## src/rtl/dff_bank_arbiter_pkg.sv

```systemverilog
// Shared definitions for the round-robin arbiter in front of the flip-flop register bank.
// Covers the index-width helper and the access-type encoding.
package dff_bank_arbiter_pkg;

    localparam logic ACC_RD = 1'b0;
    localparam logic ACC_WR = 1'b1;

    // Width of a requester index; a single requester still needs one bit.
    function automatic int rr_idx_w(input int n_req);
        return (n_req > 1) ? $clog2(n_req) : 1;
    endfunction

endpackage

```

## src/rtl/dff_bank_arbiter_if.sv

```systemverilog
// Requester-side bus of the register bank arbiter.
// Carries the flat per-requester request fields, the grant vector and the shared read response.
interface dff_bank_arbiter_if #(
    parameter int N_REQ = 4,
    parameter int DW    = 8,
    parameter int AW    = 3
) ();
    localparam int IDX_W = dff_bank_arbiter_pkg::rr_idx_w(N_REQ);

    // Handshake: requester i holds req/we/addr/wdata stable while req[i]=1.
    // The access is accepted in the cycle where req[i]&gnt[i]=1.
    // A read answers one cycle later with a single rvalid pulse; rvalid has no backpressure.
    logic [N_REQ-1:0]    req;
    logic [N_REQ-1:0]    we;
    logic [N_REQ*AW-1:0] addr;
    logic [N_REQ*DW-1:0] wdata;
    logic [N_REQ-1:0]    gnt;
    logic                rvalid;
    logic [IDX_W-1:0]    rid;
    logic [DW-1:0]       rdata;

    modport master (
        output req, we, addr, wdata,
        input  gnt, rvalid, rid, rdata
    );

    modport slave (
        input  req, we, addr, wdata,
        output gnt, rvalid, rid, rdata
    );
endinterface

```

## src/rtl/dff_bank_arbiter_bank.sv

```systemverilog
// DEPTH x DW flip-flop register array with one write port and one registered read port.
// Async reset clears all entries and the read register.
module dff_bank_arbiter_bank #(
    parameter int DW = 8,
    parameter int AW = 3
) (
    input  logic          clk,
    input  logic          reset,
    input  logic          wr_en,
    input  logic [AW-1:0] wr_addr,
    input  logic [DW-1:0] wr_data,
    input  logic          rd_en,
    input  logic [AW-1:0] rd_addr,
    output logic [DW-1:0] rd_data
);
    localparam int DEPTH = 2 ** AW;

    logic [DW-1:0] mem [DEPTH];

    // rd_data only loads on a read, so it holds between responses.
    always_ff @(posedge clk or posedge reset) begin
        if (reset) begin
            for (int i = 0; i < DEPTH; i++) begin
                mem[i] <= '0;
            end
            rd_data <= '0;
        end else begin
            if (wr_en) begin
                mem[wr_addr] <= wr_data;
            end
            if (rd_en) begin
                rd_data <= mem[rd_addr];
            end
        end
    end

endmodule

```

## src/rtl/dff_bank_arbiter.sv

```systemverilog
// Round-robin arbiter giving N_REQ requesters one access per clock into a shared flip-flop bank.
// Writes commit at the grant edge; reads answer one cycle later with rvalid/rid/rdata.
module dff_bank_arbiter
    import dff_bank_arbiter_pkg::*;
#(
    parameter int N_REQ = 4,
    parameter int DW    = 8,
    parameter int AW    = 3
) (
    input  logic               clk,
    input  logic               reset,
    dff_bank_arbiter_if.slave  bus
);
    localparam int IDX_W = rr_idx_w(N_REQ);

    logic [IDX_W-1:0] ptr;
    logic [IDX_W-1:0] cand;
    logic [IDX_W-1:0] gnt_idx;
    logic [N_REQ-1:0] gnt_vec;
    logic             acc;
    logic             sel_we;
    logic [AW-1:0]    sel_addr;
    logic [DW-1:0]    sel_wdata;
    logic             wr_fire;
    logic             rd_fire;
    logic             rvalid_q;
    logic [IDX_W-1:0] rid_q;

    // First requesting index at or after ptr wins; nothing is granted while reset is high.
    always_comb begin
        cand    = '0;
        gnt_idx = '0;
        gnt_vec = '0;
        acc     = 1'b0;
        if (!reset) begin
            for (int k = 0; k < N_REQ; k++) begin
                cand = IDX_W'((int'(ptr) + k) % N_REQ);
                if (!acc && bus.req[cand]) begin
                    acc          = 1'b1;
                    gnt_idx      = cand;
                    gnt_vec[cand] = 1'b1;
                end
            end
        end
    end

    always_comb begin
        sel_we    = ACC_RD;
        sel_addr  = '0;
        sel_wdata = '0;
        for (int i = 0; i < N_REQ; i++) begin
            if (gnt_vec[i]) begin
                sel_we    = bus.we[i];
                sel_addr  = bus.addr[i*AW +: AW];
                sel_wdata = bus.wdata[i*DW +: DW];
            end
        end
    end

    assign wr_fire = acc && (sel_we == ACC_WR);
    assign rd_fire = acc && (sel_we == ACC_RD);

    // rvalid is a one-cycle echo of a granted read; rid holds with rdata between responses.
    always_ff @(posedge clk or posedge reset) begin
        if (reset) begin
            ptr      <= '0;
            rvalid_q <= 1'b0;
            rid_q    <= '0;
        end else begin
            rvalid_q <= rd_fire;
            if (rd_fire) begin
                rid_q <= gnt_idx;
            end
            if (acc) begin
                ptr <= (gnt_idx == IDX_W'(N_REQ - 1)) ? '0 : gnt_idx + 1'b1;
            end
        end
    end

    dff_bank_arbiter_bank #(
        .DW (DW),
        .AW (AW)
    ) u_bank (
        .clk     (clk),
        .reset   (reset),
        .wr_en   (wr_fire),
        .wr_addr (sel_addr),
        .wr_data (sel_wdata),
        .rd_en   (rd_fire),
        .rd_addr (sel_addr),
        .rd_data (bus.rdata)
    );

    assign bus.gnt    = gnt_vec;
    assign bus.rvalid = rvalid_q;
    assign bus.rid    = rid_q;

endmodule

```

## src/flat_wrapper.sv

```systemverilog
// flat-port wrapper written by rule: the top's interface ports become plain ports
module dff_bank_arbiter_flat import dff_bank_arbiter_pkg::*;
#(
    parameter int N_REQ = 4,
    parameter int DW    = 8,
    parameter int AW    = 3
)
  (clk, reset, bus_req, bus_we, bus_addr, bus_wdata, bus_gnt, bus_rvalid, bus_rid, bus_rdata);
  dff_bank_arbiter_if #(.N_REQ(N_REQ), .DW(DW), .AW(AW)) bus_i ();
  input  logic clk;
  input  logic reset;
  input wire logic [$bits(bus_i.req)-1:0] bus_req;
  input wire logic [$bits(bus_i.we)-1:0] bus_we;
  input wire logic [$bits(bus_i.addr)-1:0] bus_addr;
  input wire logic [$bits(bus_i.wdata)-1:0] bus_wdata;
  output wire logic [$bits(bus_i.gnt)-1:0] bus_gnt;
  output wire logic [$bits(bus_i.rvalid)-1:0] bus_rvalid;
  output wire logic [$bits(bus_i.rid)-1:0] bus_rid;
  output wire logic [$bits(bus_i.rdata)-1:0] bus_rdata;
  assign bus_i.req = bus_req;
  assign bus_i.we = bus_we;
  assign bus_i.addr = bus_addr;
  assign bus_i.wdata = bus_wdata;
  assign bus_gnt = bus_i.gnt;
  assign bus_rvalid = bus_i.rvalid;
  assign bus_rid = bus_i.rid;
  assign bus_rdata = bus_i.rdata;
  dff_bank_arbiter #(.N_REQ(N_REQ), .DW(DW), .AW(AW)) u_core (.clk(clk), .reset(reset), .bus(bus_i));
endmodule
```

## config.mk

```make
export PLATFORM = sky130hd
export DESIGN_NAME = dff_bank_arbiter_flat
export DESIGN_NICKNAME = d
export VERILOG_FILES = /design/src/rtl/dff_bank_arbiter_pkg.sv /design/src/rtl/dff_bank_arbiter_if.sv /design/src/rtl/dff_bank_arbiter_bank.sv /design/src/rtl/dff_bank_arbiter.sv /design/src/flat_wrapper.sv
export SDC_FILE = /design/constraint.sdc
export NUM_CORES = 1
export LEC_CHECK = 0
export BUFFER_PORTS_ARGS = -buffer_cell sky130_fd_sc_hd__buf_2
export CAP_MARGIN = 20
export CORE_MARGIN = 5
export CORE_UTILIZATION = 30
export CTS_BUF_LIST = sky130_fd_sc_hd__clkbuf_2 sky130_fd_sc_hd__clkbuf_4 sky130_fd_sc_hd__clkbuf_8
export CTS_CLUSTER_DIAMETER = 150
export DETAILED_ROUTE_END_ITERATION = 8
export SLEW_MARGIN = 30
export SYNTH_ARGS = -nofsm -noshare
export SYNTH_HDL_FRONTEND = slang
export SYNTH_SLANG_ARGS = --single-unit
```

## constraint.sdc

```tcl
create_clock -name clk -period 7.6 [get_ports clk]
set_clock_uncertainty 0.2 [all_clocks]
set_input_delay 0.76 -clock clk [delete_from_list [all_inputs] [get_ports clk]]
set_output_delay 0.76 -clock clk [all_outputs]
set_load 0.02 [all_outputs]
```

## Yosys cells after proc, flatten, opt, wreduce, memory -nomap -nowiden

Index checks and enable logic that the tools add are counted.

| storage, ports and cells | value |
|---|---|
| flip-flop bits (word level) | 77 |
| memories kept | 0 |
| latch bits | 0 |
| logic and storage cells | 101 |
| output and inout bits | 15 |
| input bits | 54 |
| RAM bits | 0 |
| memory bits (read-only) | 0 |

| operators by class | value |
|---|---|
| shifts and indexed selects | 0 |
| reductions and logical operators | 13 |
| $lt $le $gt $ge | 10 |
| mux-type cells | 56 |
| multiply operators | 0 |
| eq/ne operators | 1 |
| bitwise operators | 5 |
| add/subtract/negate cells | 4 |
| divide/modulo/power cells | 0 |

Operators with widths:

| operator | number |
|---|---|
| 64-bit bitwise mux | 1 |
| 8-bit two-way mux | 7 |
| 4-bit two-way mux | 8 |
| 8-bit binary-select mux with 3-bit select | 1 |
| 8-bit demux with 3-bit select | 1 |
| 1-bit two-way mux | 20 |
| 2-bit by 3-bit less-than comparator with 1-bit output, second input constant | 4 |
| 2-bit two-way mux | 6 |
| 3-bit two-way mux | 4 |
| 4-bit OR | 3 |
| 1-bit logical AND | 10 |
| 1-bit binary-select mux with 2-bit select | 4 |
| 1-bit demux with 2-bit select | 4 |
| 2-bit by 1-bit greater-or-equal comparator with 1-bit output, second input constant | 4 |
| 2-bit by 1-bit adder with 2-bit output, second input constant | 2 |
| 2-bit adder, second input constant | 2 |
| 4-bit greater-or-equal comparator, second input constant | 1 |
| 4-bit by 1-bit less-than comparator with 1-bit output, second input constant | 1 |
| 3-bit inverter with 4-bit output | 1 |
| 1-bit logical NOT | 3 |
| 2-bit == test, second input constant | 1 |
| 1-bit inverter | 1 |

## Longest topological paths before layout

| depth | value |
|---|---|
| depth in word-level cells | 26 |
| gate-level depth with buffers | 16 |
| depth with buffers taken out | 12 |

## Modules after synthesis

Synthesis repeated with hierarchy kept, for this count alone.

| unflattened totals | value |
|---|---|
| cells, all modules | 391 |
| area, all modules | 4593.2 um2 |

By module, submodules not included:

| module | sequential area each (um2) | area an instance (um2) | times used | cells each |
|---|---|---|---|---|
| dff_bank_arbiter_bank | 1801.7 | 3323.2 | 1 | 235 |
| dff_bank_arbiter | 125.1 | 1270.0 | 1 | 156 |

## Worst setup path after synthesis

No wires, ideal clock.

| timing | value |
|---|---|
| path type | input port to flip-flop |
| from | input port reset |
| to | register u_core.u_bank.mem[24] (netlist name) |
| required time | 7.275 ns |
| cell stages on the path | 10 |
| buffers on the path | 2 |
| setup time | 0.125 ns |
| arrival time | 4.568 ns |
| path slack | 2.707 ns |
| cell sequence | inv_1 > o21ai_2 > o32ai_2 > and2_4 > buf_8 > a221oi_4 > o31ai_4 > and3_1 > buf_6 > mux2_4 |

| on the way | value |
|---|---|
| cells in the longest elaborated chain, start to end | 11 |
| elaborated cells on any way between the ends | 22 |

Ends and longest elaborated chain:

| item | line | source |
|---|---|---|
| start, declared | flat_wrapper.sv:11 | `input logic reset;` |
| 4-bit two-way mux * | dff_bank_arbiter.sv:35 | `if (!reset) begin` |
| via bus_gnt[0] | flat_wrapper.sv:16 | `output wire logic [$bits(bus_i.gnt)-1:0] bus_gnt;` |
| 3-bit two-way mux (4 in series) | dff_bank_arbiter.sv:52 | `if (gnt_vec[i]) begin` |
| 3-bit inverter with 4-bit output (implied by the code) | dff_bank_arbiter_bank.sv:29 | `mem[wr_addr] <= wr_data;` |
| 4-bit greater-or-equal comparator (implied by the code) / 4-bit by 1-bit less-than comparator with 1-bit output (equally long branches) | dff_bank_arbiter_bank.sv:29 |  |
| 1-bit logical AND (implied by the code) | dff_bank_arbiter_bank.sv:29 |  |
| 8-bit two-way mux (implied by the code) | dff_bank_arbiter_bank.sv:29 |  |
| 8-bit demux with 3-bit select | dff_bank_arbiter_bank.sv:29 |  |
| 64-bit bitwise mux | dff_bank_arbiter_bank.sv:29 |  |
| end signal, assigned by index | dff_bank_arbiter_bank.sv:29 |  |
| end, declared | dff_bank_arbiter_bank.sv:18 | `logic [DW-1:0] mem [DEPTH];` |

The timed path passes the listed nets; every way through them passes the cells marked *.
A chain may end at the register's enable or synchronous reset.

## Worst setup path in the final report

| timing | value |
|---|---|
| from | register u_core.ptr[0] |
| to | register u_core.u_bank.mem[29] (netlist name) |

| on the way | value |
|---|---|
| cells in the longest elaborated chain, start to end | 26 |
| elaborated cells on any way between the ends | 76 |

Ends and longest elaborated chain:

| item | line | source |
|---|---|---|
| start, declared | dff_bank_arbiter.sv:16 | `logic [IDX_W-1:0] ptr;` |
| start signal, assigned | dff_bank_arbiter.sv:75 | `ptr <= (gnt_idx == IDX_W'(N_REQ - 1)) ? '0 : gnt_idx + 1'b1;` |
| parallel branches: the longest is 26 deep, another holds 2-bit by 3-bit less-than comparator with 1-bit output | - |  |

Several ways; the timed one is not identified. The select of a mux whose other input is x is not followed.

==> results.py <==
metrics = {
    "clock_network": {
        "clkSlewWorstSetupHoldPaths_ns": 0.08,
        "post_cts_resized": 0,
        "cts_made_buffers": 9,
        "clock_path_buffers": 2,
        "cts_tree": "done",
        "htree_num_levels": 3,
        "insertion_delay_to_the_later_sink_of_the_worst_skew_pair_ns": 0.36,
        "cts_setup_buffers": 0,
        "root_buffer": "sky130_fd_sc_hd__clkbuf_8",
        "cts_hold_buffers": 0,
        "count_of_clock_tree_sinks": 77,
    },
    "synth": {
        "netlist_instances": 386,
        "syn-cell-area_um2": 4748,
        "synth.largest_area_cell": "sky130_fd_sc_hd__dfrtp_1",
        "synth_compound_gate_area_share_pct": 15.05,
        "synthArstFlopShare_pct": 100.0,
        "dominant_combinational_cell_family_by_area_after_synthesis": "multiplexers",
        "synth_nets": 449,
        "flip_flop_and_latch_count_after_synthesis": 77,
        "synth-adder-area-share_pct": 2.372,
        "postSynthAreaPerCell_um2": 12.30,
        "yosys-mux-area-fraction_pct": 28.59,
        "synth.top_cells.by_area": "sky130_fd_sc_hd__dfrtp_1 41%, sky130_fd_sc_hd__mux2_1 14%, sky130_fd_sc_hd__mux2_4 11%",
        "synth-warning-count": 0,
        "synthXorXnorAreaFrac_pct": 0,
        "yosysUniqueCellTypes": 60,
        "yosys_top_cell_area_share_pct": 40.58,
        "seq_area_frac_synth_pct": 40.58,
        "synth-simple-area-share_pct": 8.827,
        "synthFlopType": "sky130_fd_sc_hd__dfrtp_1",
        "number_of_flops_mapped_to_enable_cells_by_yosys": 0,
        "cell_types_with_the_highest_counts_after_synthesis": "77 x sky130_fd_sc_hd__dfrtp_1, 59 x sky130_fd_sc_hd__mux2_1, 34 x sky130_fd_sc_hd__mux2_4",
        "yosys.cell_count.top_type": "sky130_fd_sc_hd__dfrtp_1",
    },
    "cells_and_area": {
        "layout.cell_area.non_filler_um2": 5414,
        "post_route_cells_drive_above_1_share_pct": 36.02,
        "fill_cell_total_of_the_finished_layout": 1557,
        "insertedDiodeCount": 0,
        "finish.net_count": 505,
        "area_growth_pct": 14.02,
    },
    "sta": {
        "fmaxAchievable_mhz": 178.0,
        "timing_max_transition_violations_final": 0,
        "count_of_final_setup_violators": 0,
        "period_needed_ns": 5.618,
        "final-hold-violation-count": 0,
        "grt_setup_unrepaired": "false",
        "worst_hold_slack_ns": 0.2909,
        "timing.setup.tns_ns": 0,
        "worst_slew_margin_rel_pct": 35.12,
        "timing_worst_slew_pin_value_ns": 0.9732,
        "post-route-period-util_pct": 73.93,
    },
    "detailed_routing": {
        "drt_drc_violations_left": 0,
        "route.final.wire_length_um": 11160,
        "drtAntennaViolNets": 0,
        "drt-vias-per-instance": 5.035,
        "drt_first_pass_iters": 4,
        "detailroute.via_count": 3338,
        "detailedRoute.firstIterationViolations": 157,
        "wl_per_cell_um": 16.84,
    },
    "global_route": {
        "grt_pass1_vias": 3512,
        "overflow": 0,
        "grt_util_all_layers_pct": 12.70,
        "grt_max_degree": 58,
        "wire_length_of_the_first_global_routing_pass_um": 18600,
        "initial_antenna_violation_count": 0,
    },
    "power": {
        "max-vdd-ir-drop_mv": 0.2996,
        "power.leakage_nw": 2.451,
        "power-per-cell-area_nw_per_um2": 439.2,
    },
    "setup_path": {
        "type_of_origin_of_the_critical_path": "flop",
        "worst-endpoint-arrival_ns": 5.66,
        "worstSetupPathType": "flop to flop",
        "critical_path.max_fanout": 23,
        "required_ns": 7.64,
        "cp-end-kind": "flop",
    },
    "min_path": {
        "hold_path.class": "flop to flop",
    },
    "placed_design": {
        "gpl_wtd_cong": 0.9155,
        "io_buffers": 68,
        "dpl_hpwl_um": 7998,
        "dpl-instance-area_um2": 5224,
    },
    "floorplan": {
        "die_width_um": 135.8,
        "fp.coreArea_um2": 15710,
        "core.rowCount": 46,
        "floorplan.initialDensity_pct": 30.22,
        "die_h_um": 135.8,
        "num_io_pins": 69,
        "floorplan.die_area_um2": 18440,
    },
    "job": {
        "max_cap_violations": 0,
    },
    "run_status": {
        "outcome": "completed",
    },
}
[cells by family (layout without fill, tap and decap cells)]
group           count (synthesis)  in the layout
buf+inv                        34             95
simple gates                   76             76
compound gates                 83             83
fa+ha+maj                       9              9
mux                           107            107
flops                          77             77
[area by class of cell]
type,count,area [um^2],area share [%]
well taps,216,270.3,4.992
clock buffers,11,138.9,2.565
multi-input cells,275,2651,48.97
inverters,9,35.03,0.6471
repair buffers,70,355.3,6.563
flip-flops and latches,77,1927,35.59
clock inverters,5,36.28,0.6702
[routing by layer]
metal | share of wire, % | up-vias | GRT usage (%) | routed length, um
met5 | 0 | - | 0 | 0
met4 | 1.2 | 0 | 3.807 | 133
met3 | 5.8 | 11 | 3.072 | 653
met2 | 44 | 95 | 19.08 | 4928
met1 | 49 | 1656 | 18.13 | 5446
li1 | - | 1576 | - | -
[final timing paths]
path,from,to,slack (ns),cells after the start
max in group asynchronous,reset,u_core.u_bank.rd_data[5],5.80,3
setup / recovery,u_core.ptr[0],u_core.u_bank.mem[29],1.98,11
min in group asynchronous,reset,u_core.u_bank.mem[28],0.30,2
hold / removal,u_core.u_bank.mem[15],u_core.u_bank.mem[15],0.29,1
setup reg to reg,u_core.ptr[0],u_core.u_bank.mem[29],1.98,11
hold reg to reg,u_core.u_bank.mem[15],u_core.u_bank.mem[15],0.29,1
[state kept, by name, summed over array words and instances, names as in the netlist]
signal,flops
u_core.u_bank.mem,64
u_core.bus.rvalid,1
u_core.u_bank.rd_data,8
u_core.bus.rid,2
u_core.ptr,2
[through the flow]
step / setup slack (ns) / power [mW] / instances / util [%]
5_1_grt: 1.562 / 2.547 / 663 / 34.46
3_3_place_gp: 2.185 / 2.048 / 647 / 33.09
3_5_place_dp: 2.005 / 2.090 / 647 / 33.25
6_report: 1.982 / 2.378 / 663 / 34.46
2_1_floorplan: 2.707 / 1.789 / 386 / -
4_1_cts: 2.020 / 2.382 / 663 / 34.36
[cell usage in the layout (no fill, tap or decap), types with 3 or more instances in the layout]
cell | Yosys | final
sky130_fd_sc_hd__and3_1 | 8 | 8
sky130_fd_sc_hd__mux2_2 | 8 | 8
sky130_fd_sc_hd__a32oi_1 | 8 | 8
sky130_fd_sc_hd__o31ai_2 | 0 | 8
sky130_fd_sc_hd__clkinvlp_4 | 0 | 3
sky130_fd_sc_hd__clkbuf_8 | 0 | 9
sky130_fd_sc_hd__a22oi_1 | 8 | 8
sky130_fd_sc_hd__nor2_1 | 27 | 27
sky130_fd_sc_hd__dfrtp_1 | 77 | 77
sky130_fd_sc_hd__a31oi_1 | 8 | 8
sky130_fd_sc_hd__a21oi_1 | 7 | 7
sky130_fd_sc_hd__mux2_1 | 59 | 59
sky130_fd_sc_hd__buf_2 | 9 | 68
sky130_fd_sc_hd__inv_2 | 2 | 3
sky130_fd_sc_hd__mux2_4 | 34 | 34
sky130_fd_sc_hd__inv_1 | 6 | 5
sky130_fd_sc_hd__ha_1 | 9 | 9
sky130_fd_sc_hd__o21ai_0 | 6 | 6
sky130_fd_sc_hd__nand2_1 | 20 | 20
sky130_fd_sc_hd__a221oi_1 | 10 | 10
sky130_fd_sc_hd__nand3_1 | 4 | 4
[report_power, final]
group          switching (mW)  internal (mW)  total (mW)
Sequential              0.104          0.573       0.678
Clock                   0.158          0.126       0.285
Combinational           0.814          0.602        1.42
Total                    1.08           1.30        2.38
[critical path, stage by stage (launching register included)]
cell	delay, ns
sky130_fd_sc_hd__dfrtp_1	0.86
sky130_fd_sc_hd__inv_1	0.26
sky130_fd_sc_hd__ha_1	0.46
sky130_fd_sc_hd__inv_1	0.26
sky130_fd_sc_hd__mux2i_2	0.33
sky130_fd_sc_hd__a2111oi_1	0.17
sky130_fd_sc_hd__o32ai_2	0.86
sky130_fd_sc_hd__a21oi_1	0.25
sky130_fd_sc_hd__a21o_1	0.24
sky130_fd_sc_hd__a211oi_2	0.69
sky130_fd_sc_hd__and3_1	0.58
sky130_fd_sc_hd__mux2_4	0.35
Note: power is estimated with default switching activity, not from simulation.
